### src/rtl/fetch_pc_unit.sv
// Fetch-stage program counter: START/RUN/HALT sequencing, branch redirect, stall and consumed-instruction count.
// Optional misaligned-branch trap is enabled by defining FETCH_MISALIGN_TRAP_EN.
`ifndef WORD
`define WORD 32
`endif

module fetch_pc_unit #(
  parameter logic [`WORD-1:0] RESET_PC  = `WORD'(0),
  parameter int unsigned      MEM_BYTES = 256
) (
  input  logic             clk,
  input  logic             rst,
  input  logic             stall,
  input  logic             branch_taken,
  input  logic [`WORD-1:0] branch_target,
  output logic [`WORD-1:0] pc,
  output logic             fetch_valid,
  output logic             halted,
  output logic             fault,
  output logic [`WORD-1:0] fetch_count
);

  localparam logic [`WORD-1:0] MEM_LIMIT = `WORD'(MEM_BYTES);
  localparam logic [`WORD-1:0] ALIGN_MASK = ~`WORD'(3);

  typedef enum logic [1:0] {
    ST_START = 2'd0,
    ST_RUN   = 2'd1,
    ST_HALT  = 2'd2
  } state_e;

  state_e           state_q;
  logic [`WORD-1:0] pc_q;
  logic [`WORD-1:0] cnt_q;
  logic             fetch_valid_q;
  logic             halted_q;
  logic             fault_q;

  logic [`WORD-1:0] seq_pc_d;
  logic [`WORD-1:0] br_pc_d;
  logic             br_misalign_d;

  // Sequential and redirect candidates; the range checks compare these at full width.
  always_comb begin
    seq_pc_d = pc_q + `WORD'(4);
`ifdef FETCH_MISALIGN_TRAP_EN
    br_pc_d       = branch_target;
    br_misalign_d = (branch_target[1:0] != 2'b00);
`else
    br_pc_d       = branch_target & ALIGN_MASK;
    br_misalign_d = 1'b0;
`endif
  end

  // Fetch FSM with all outputs held in registers.
  always_ff @(posedge clk) begin
    if (rst) begin
      state_q       <= ST_START;
      pc_q          <= RESET_PC & ALIGN_MASK;
      cnt_q         <= `WORD'(0);
      fetch_valid_q <= 1'b0;
      halted_q      <= 1'b0;
      fault_q       <= 1'b0;
    end else begin
      case (state_q)
        ST_START: begin
          state_q       <= ST_RUN;
          fetch_valid_q <= 1'b1;
        end
        ST_RUN: begin
          if (branch_taken) begin
            cnt_q <= cnt_q + `WORD'(1);
            if (br_misalign_d) begin
              fault_q       <= 1'b1;
              state_q       <= ST_HALT;
              fetch_valid_q <= 1'b0;
              halted_q      <= 1'b1;
            end else if (br_pc_d >= MEM_LIMIT) begin
              state_q       <= ST_HALT;
              fetch_valid_q <= 1'b0;
              halted_q      <= 1'b1;
            end else begin
              pc_q <= br_pc_d;
            end
          end else if (stall) begin
            pc_q  <= pc_q;
            cnt_q <= cnt_q;
          end else if (seq_pc_d >= MEM_LIMIT) begin
            // Last word consumed; pc stays on it.
            cnt_q         <= cnt_q + `WORD'(1);
            state_q       <= ST_HALT;
            fetch_valid_q <= 1'b0;
            halted_q      <= 1'b1;
          end else begin
            pc_q  <= seq_pc_d;
            cnt_q <= cnt_q + `WORD'(1);
          end
        end
        ST_HALT: begin
          state_q       <= ST_HALT;
          fetch_valid_q <= 1'b0;
          halted_q      <= 1'b1;
        end
        default: begin
          state_q       <= ST_HALT;
          fetch_valid_q <= 1'b0;
          halted_q      <= 1'b1;
        end
      endcase
    end
  end

  assign pc          = pc_q;
  assign fetch_valid = fetch_valid_q;
  assign halted      = halted_q;
  assign fault       = fault_q;
  assign fetch_count = cnt_q;

endmodule

### config.mk
export PLATFORM = sky130hd
export DESIGN_NAME = fetch_pc_unit
export DESIGN_NICKNAME = d
export VERILOG_FILES = /design/src/rtl/fetch_pc_unit.sv
export SDC_FILE = /design/constraint.sdc
export NUM_CORES = 1
export LEC_CHECK = 0
export ABC_AREA = 1
export BUFFER_PORTS_ARGS = -buffer_cell sky130_fd_sc_hd__buf_4
export CAP_MARGIN = 20
export CORE_MARGIN = 2
export CORE_UTILIZATION = 49
export CTS_BUF_LIST = sky130_fd_sc_hd__clkbuf_4
export CTS_CLUSTER_SIZE = 10
export DETAILED_ROUTE_END_ITERATION = 8
export PLACE_DENSITY = 0.78
export SYNTH_ARGS = -nofsm -noshare
export SYNTH_HDL_FRONTEND = slang
export SYNTH_SLANG_ARGS = --single-unit
### constraint.sdc
create_clock -name clk -period 2.1 [get_ports clk]
set_clock_uncertainty 0.1 [all_clocks]
set_input_delay 0 -clock clk [delete_from_list [all_inputs] [get_ports clk]]
set_output_delay 0 -clock clk [all_outputs]
set_load 0.02 [all_outputs]
After elaboration in Yosys (flattened, before gate mapping)

Index checks and enable logic that the tools add are counted.
W data, S select, Z words.

Multiplexer cells: 21
Reductions and logical operators: 5
Bitwise operators: 1
Equality and inequality tests: 7
Order comparisons: 2
$add $sub $neg: 2

Operators by type and width:

| kind                    | count |
|---|---|
| $mux W32                | 6 |
| $ge A32 B9 Y1 const B   | 2 |
| $add A32 B1 Y32 const B | 1 |
| $add A32 B3 Y32 const B | 1 |
| $ne A3 B3 Y1 const B    | 3 |
| $mux W1                 | 8 |
| $mux W2                 | 4 |
| $reduce_and A4 Y1       | 2 |
| $ne A2 B2 Y1 const B    | 2 |
| $pmux W1 S2             | 2 |
| $pmux W2 S2             | 1 |
| $reduce_and A3 Y1       | 1 |
| $eq A2 B1 Y1 const B    | 1 |
| $logic_not A2 Y1        | 1 |
| $ne A2 B1 Y1 const B    | 1 |
| $reduce_and A2 Y1       | 1 |
| $not A1 Y1              | 1 |

Register bits after elaboration: 68
Logic and storage cells: 43
Output and inout bits: 67
Input port bits: 36

Logic depth before layout (Yosys ltp)

Depth after elaboration: 6
Mapped depth: 17
Gate-level depth less buffers: 17

Worst setup path before layout

OpenSTA, ideal clock, no wires.

Path kind: reg-to-reg
Start point: register pc_q[2], in the netlist pc[2]
End point: register pc_q[16], in the netlist pc[16]
Library setup time: 137 ps
Setup slack: -280 ps
Arrival: 2144 ps
Buffers on the path: 1
Stages on the path, launching flop included: 18
Path through: dfxtp_1 ha_1 nand3_2 inv_2 nand2_2 nor2_4 nand2_1 nand2_1 nand2_1 nor2_1 nand2_1 nor2_2 nand3_2 nand2_4 nand3_4 clkinv_2 buf_8 nor3_2

Word-level cells in the longest chain between the ends: 4
Elaborated cells on any way between the ends: 7
Classes of those cells: add/sub (1); order compare (1); eq/ne (1); mux (3); reduce/logical (1)

Ends and longest elaborated chain:

| element                                                        | line | RTL |
|---|---|---|
| start, declared                                                | 33   | `` logic [`WORD-1:0] pc_q; `` |
| start signal, assigned                                         | 59   | `pc_q <= RESET_PC & ALIGN_MASK;` |
| start signal, assigned                                         | 83   | `pc_q <= br_pc_d;` |
| start signal, assigned                                         | 86   | `pc_q <= pc_q;` |
| $add A32 B3 Y32 *                                              | 45   | `` seq_pc_d = pc_q + `WORD'(4); `` |
| $ge A32 B9 Y1 or $mux W32 (tied branches)                      | 88   | `end else if (seq_pc_d >= MEM_LIMIT) begin` |
| $ne A2 B2 Y1 (no source line) or $mux W32 (tied branches)      | n/a  |  |
| $reduce_and A4 Y1 (no source line) or $mux W32 (tied branches) | n/a  |  |

Every way passes the cells marked *; elsewhere a longest branch is shown, timed or not. The select of a mux whose other input is x is not followed.
A chain may end at the register's enable or synchronous reset.

Worst setup path after layout

Start point: register pc_q[17], in the netlist pc[17]
End point: register pc_q[4], in the netlist pc[4]

Word-level cells in the longest chain between the ends: 4

Ends and longest elaborated chain:

| element                            | line |
|---|---|
| $add A32 B3 Y32                    | 45 |
| $ge A32 B9 Y1                      | 88 |
| $ne A2 B2 Y1 (no source line)      | n/a |
| $reduce_and A4 Y1 (no source line) | n/a |

Every way passes these cells.

==> reports/metrics.csv <==
metric,value,unit
drt_first_iter_violations,469,
synth_seq_cells,65,
cts.clk_slew.worst_paths,0.15,ns
intPower,1910,uW
yosysSeqAreaShare,0.348,
cp.arrival,2.81,ns
antenna_found_initial,0,
hpwlAfterDp,8330,um
cts_sinks,65,
core-area,0.00733,mm2
post-route-min-period,2.54,ns
synth_most_common_cell,nand2_1,
switchingPower,794,uW
report.final.slew_viol_count,0,
finalSetupViolations,35,
wl,14200,um
p_leak,0.00268,uW
portBuffers,97,
grt_use_total,0.288,
failed_checks,"DRC, setup timing",
met3_length,1200,um
cts_tree,yes,
grt_overflow,0,
start_kind,flop,
cts_root_buf,clkbuf_4,
maxCapViolations,0,
drc,3,
syn_area_per_cell,6.72,um2
die_h,91.3,um
synth_cell_type_count,40,
cts_buffers,9,
grt_pass1_wl,19500,um
clkPwrFrac,0.387,
syn_area,0.00374,mm2
vias,4695,
tns,-10.62,ns
grt_max_degree,45,
wl_met2,6930,um
yosysTopAreaCell,dfxtp_1,
p_seq_frac,0.469,
relSlewSlack,0.552,
insertion_delay,0.44,ns
rsz0062_at_grt,yes,
cp-end-kind,flop,
layout-drive-gt1-share,0.440,
netlist_top_cells_area,"dfxtp_1, nand2_1, nor2_1",
cp_data_required_time,2.37,ns
firstDrtPassIters,9,
place_ws,-0.216,ns
synth_common_cells,"nand2_1, nor2_1, inv_1, dfxtp_1, a21oi_1",
tightest_slew,0.671,ns
post-place-cells,802,
min_path_type,primary input to flop,
wl_per_cell,16.6,um
layoutNonFillerInstCount,852,
die_x,91.3,um
ys.warnings.count,0,
finalHoldViolations,0,
routabilityCongestion,0.996,
yosysTopAreaCellShare,0.348,
hold_ws,0.0622,ns
ant_nets,0,
met1Wirelength,5180,um
fin_ws,-0.439,ns
async_flop_share,0,
dieArea,0.00834,mm2
max_freq,0.394,GHz
critPathKind,flop to flop,
start_util,0.510,
post-route-period-util,1.21,
clock_path_buffers,2,
switching_share,0.293,
outcome,"complete, but fails checks",
htreeDepth,3,
synth_flop_cell,dfxtp_1,
pwr-share-comb,0.144,
io_pins,103,
synth_edf_count,0,
row_count,31,
synth_cells,556,
first_global_vias,4244,
nets,786,
top_layer_used,met4,
diodes,0,
via_per_inst,5.51,
power_density,461,mW/mm2
peakVddDrop,318,uV
area_growth,57.2,%
critPathMaxFanout,8,
[repair_timing]
| action | 4_1_cts | 5_1_grt |
|---|---|---|
| endpoints found under the hold margin | 12 | 0 |
| cloned | 1 | 1 |
| hold buffers | 13 | 0 |
| gates resized for setup | 23 | 90 |
| pin swaps | 6 | 43 |
| setup buffers | 5 | 14 |
| setup endpoints to repair | 34 | 42 |
[per-layer routing]
metal | GRT usage | vias up
met2 | 0.512 | 285
met5 | 0 | -
met1 | 0.340 | 2165
li1 | - | 2146
met3 | 0.0498 | 99
met4 | 0.125 | 0
[registers in the layout, indices dropped and copies added, names as in the netlist]
register and flops:
fetch_count 32, pc 30, state_q 2, halted 1
[critical path, cell delays in order, from the launching register on]
cell and delay (ns):
dfxtp_2 0.40, nand2_1 0.11, nor2_2 0.23, nand2_2 0.12, nor2_4 0.17, nand2_1 0.07
nand2_1 0.06, nand2_1 0.08, nor2_1 0.14, nand2_1 0.08, nor2_2 0.13, nand3_2 0.09
nand2_4 0.09, nand3_4 0.11, buf_12 0.17, nand2_1 0.09, inv_1 0.08, nor2_2 0.13
[placed cells by master, fill, tap and decap left out, types with 5 or more instances in the layout]
cell type	count
inv_1	63
xor2_1	18
nand3_1	14
buf_6	5
buf_4	171
o21ai_0	14
nor3_1	15
nor2_2	24
nand2_4	12
nor2_4	17
dfxtp_1	34
dlygate4sd3_1	13
nor2_1	56
a21oi_1	20
dfxtp_4	12
nor3_2	12
nor4_1	7
dfxtp_2	19
nand4_1	16
clkbuf_4	9
nand2_1	127
nand2_2	19
[final cells by class]
type | count | area, um2
clock buffer | 9 | 67.6
clock inverter | 7 | 100
fill | 471 | 1460
inverter | 71 | 287
multi-input combinational | 409 | 2390
sequential | 65 | 1370
tap | 99 | 124
timing repair buffer | 191 | 1520
timing repair inverter | 1 | 16.3
[metrics by stage]
step	instance area [um2]	total power (uW)	utilization
2_1_floorplan	3810	1460	-
3_3_place_gp	5050	1580	0.689
3_5_place_dp	5050	1590	0.689
4_1_cts	5480	2640	0.747
5_1_grt	5870	2780	0.801
6_report	5870	2710	0.801
[cell families after synthesis]
logic type,Yosys count,synth area share
other cells,1,0.00100
compound gates,46,0.0677
mux,3,0.00804
buf+inv,84,0.0944
flops,65,0.348
xor+xnor,21,0.0492
fa+ha+maj,2,0.00670
simple gates,334,0.425
[power by group through the flow]
stage,clock (uW),combinational (uW),sequential (uW)
after global routing,1100,407,1270
after floorplan,0,140,1320
final,1050,389,1270
after detailed placement,0,288,1300
after CTS,1030,338,1270
after global placement,0,281,1300
[path summary, 6_finish.rpt]
path                     end  startpoint  slack [ns]  cells after the start
max reg2reg            pc[4]      pc[17]       -0.44                     17
max                    pc[4]      pc[17]       -0.44                     17
min reg2reg           halted      halted        0.38                      2
min          fetch_count[30]         rst        0.06                      4
Power figures use the tool's default switching activity.
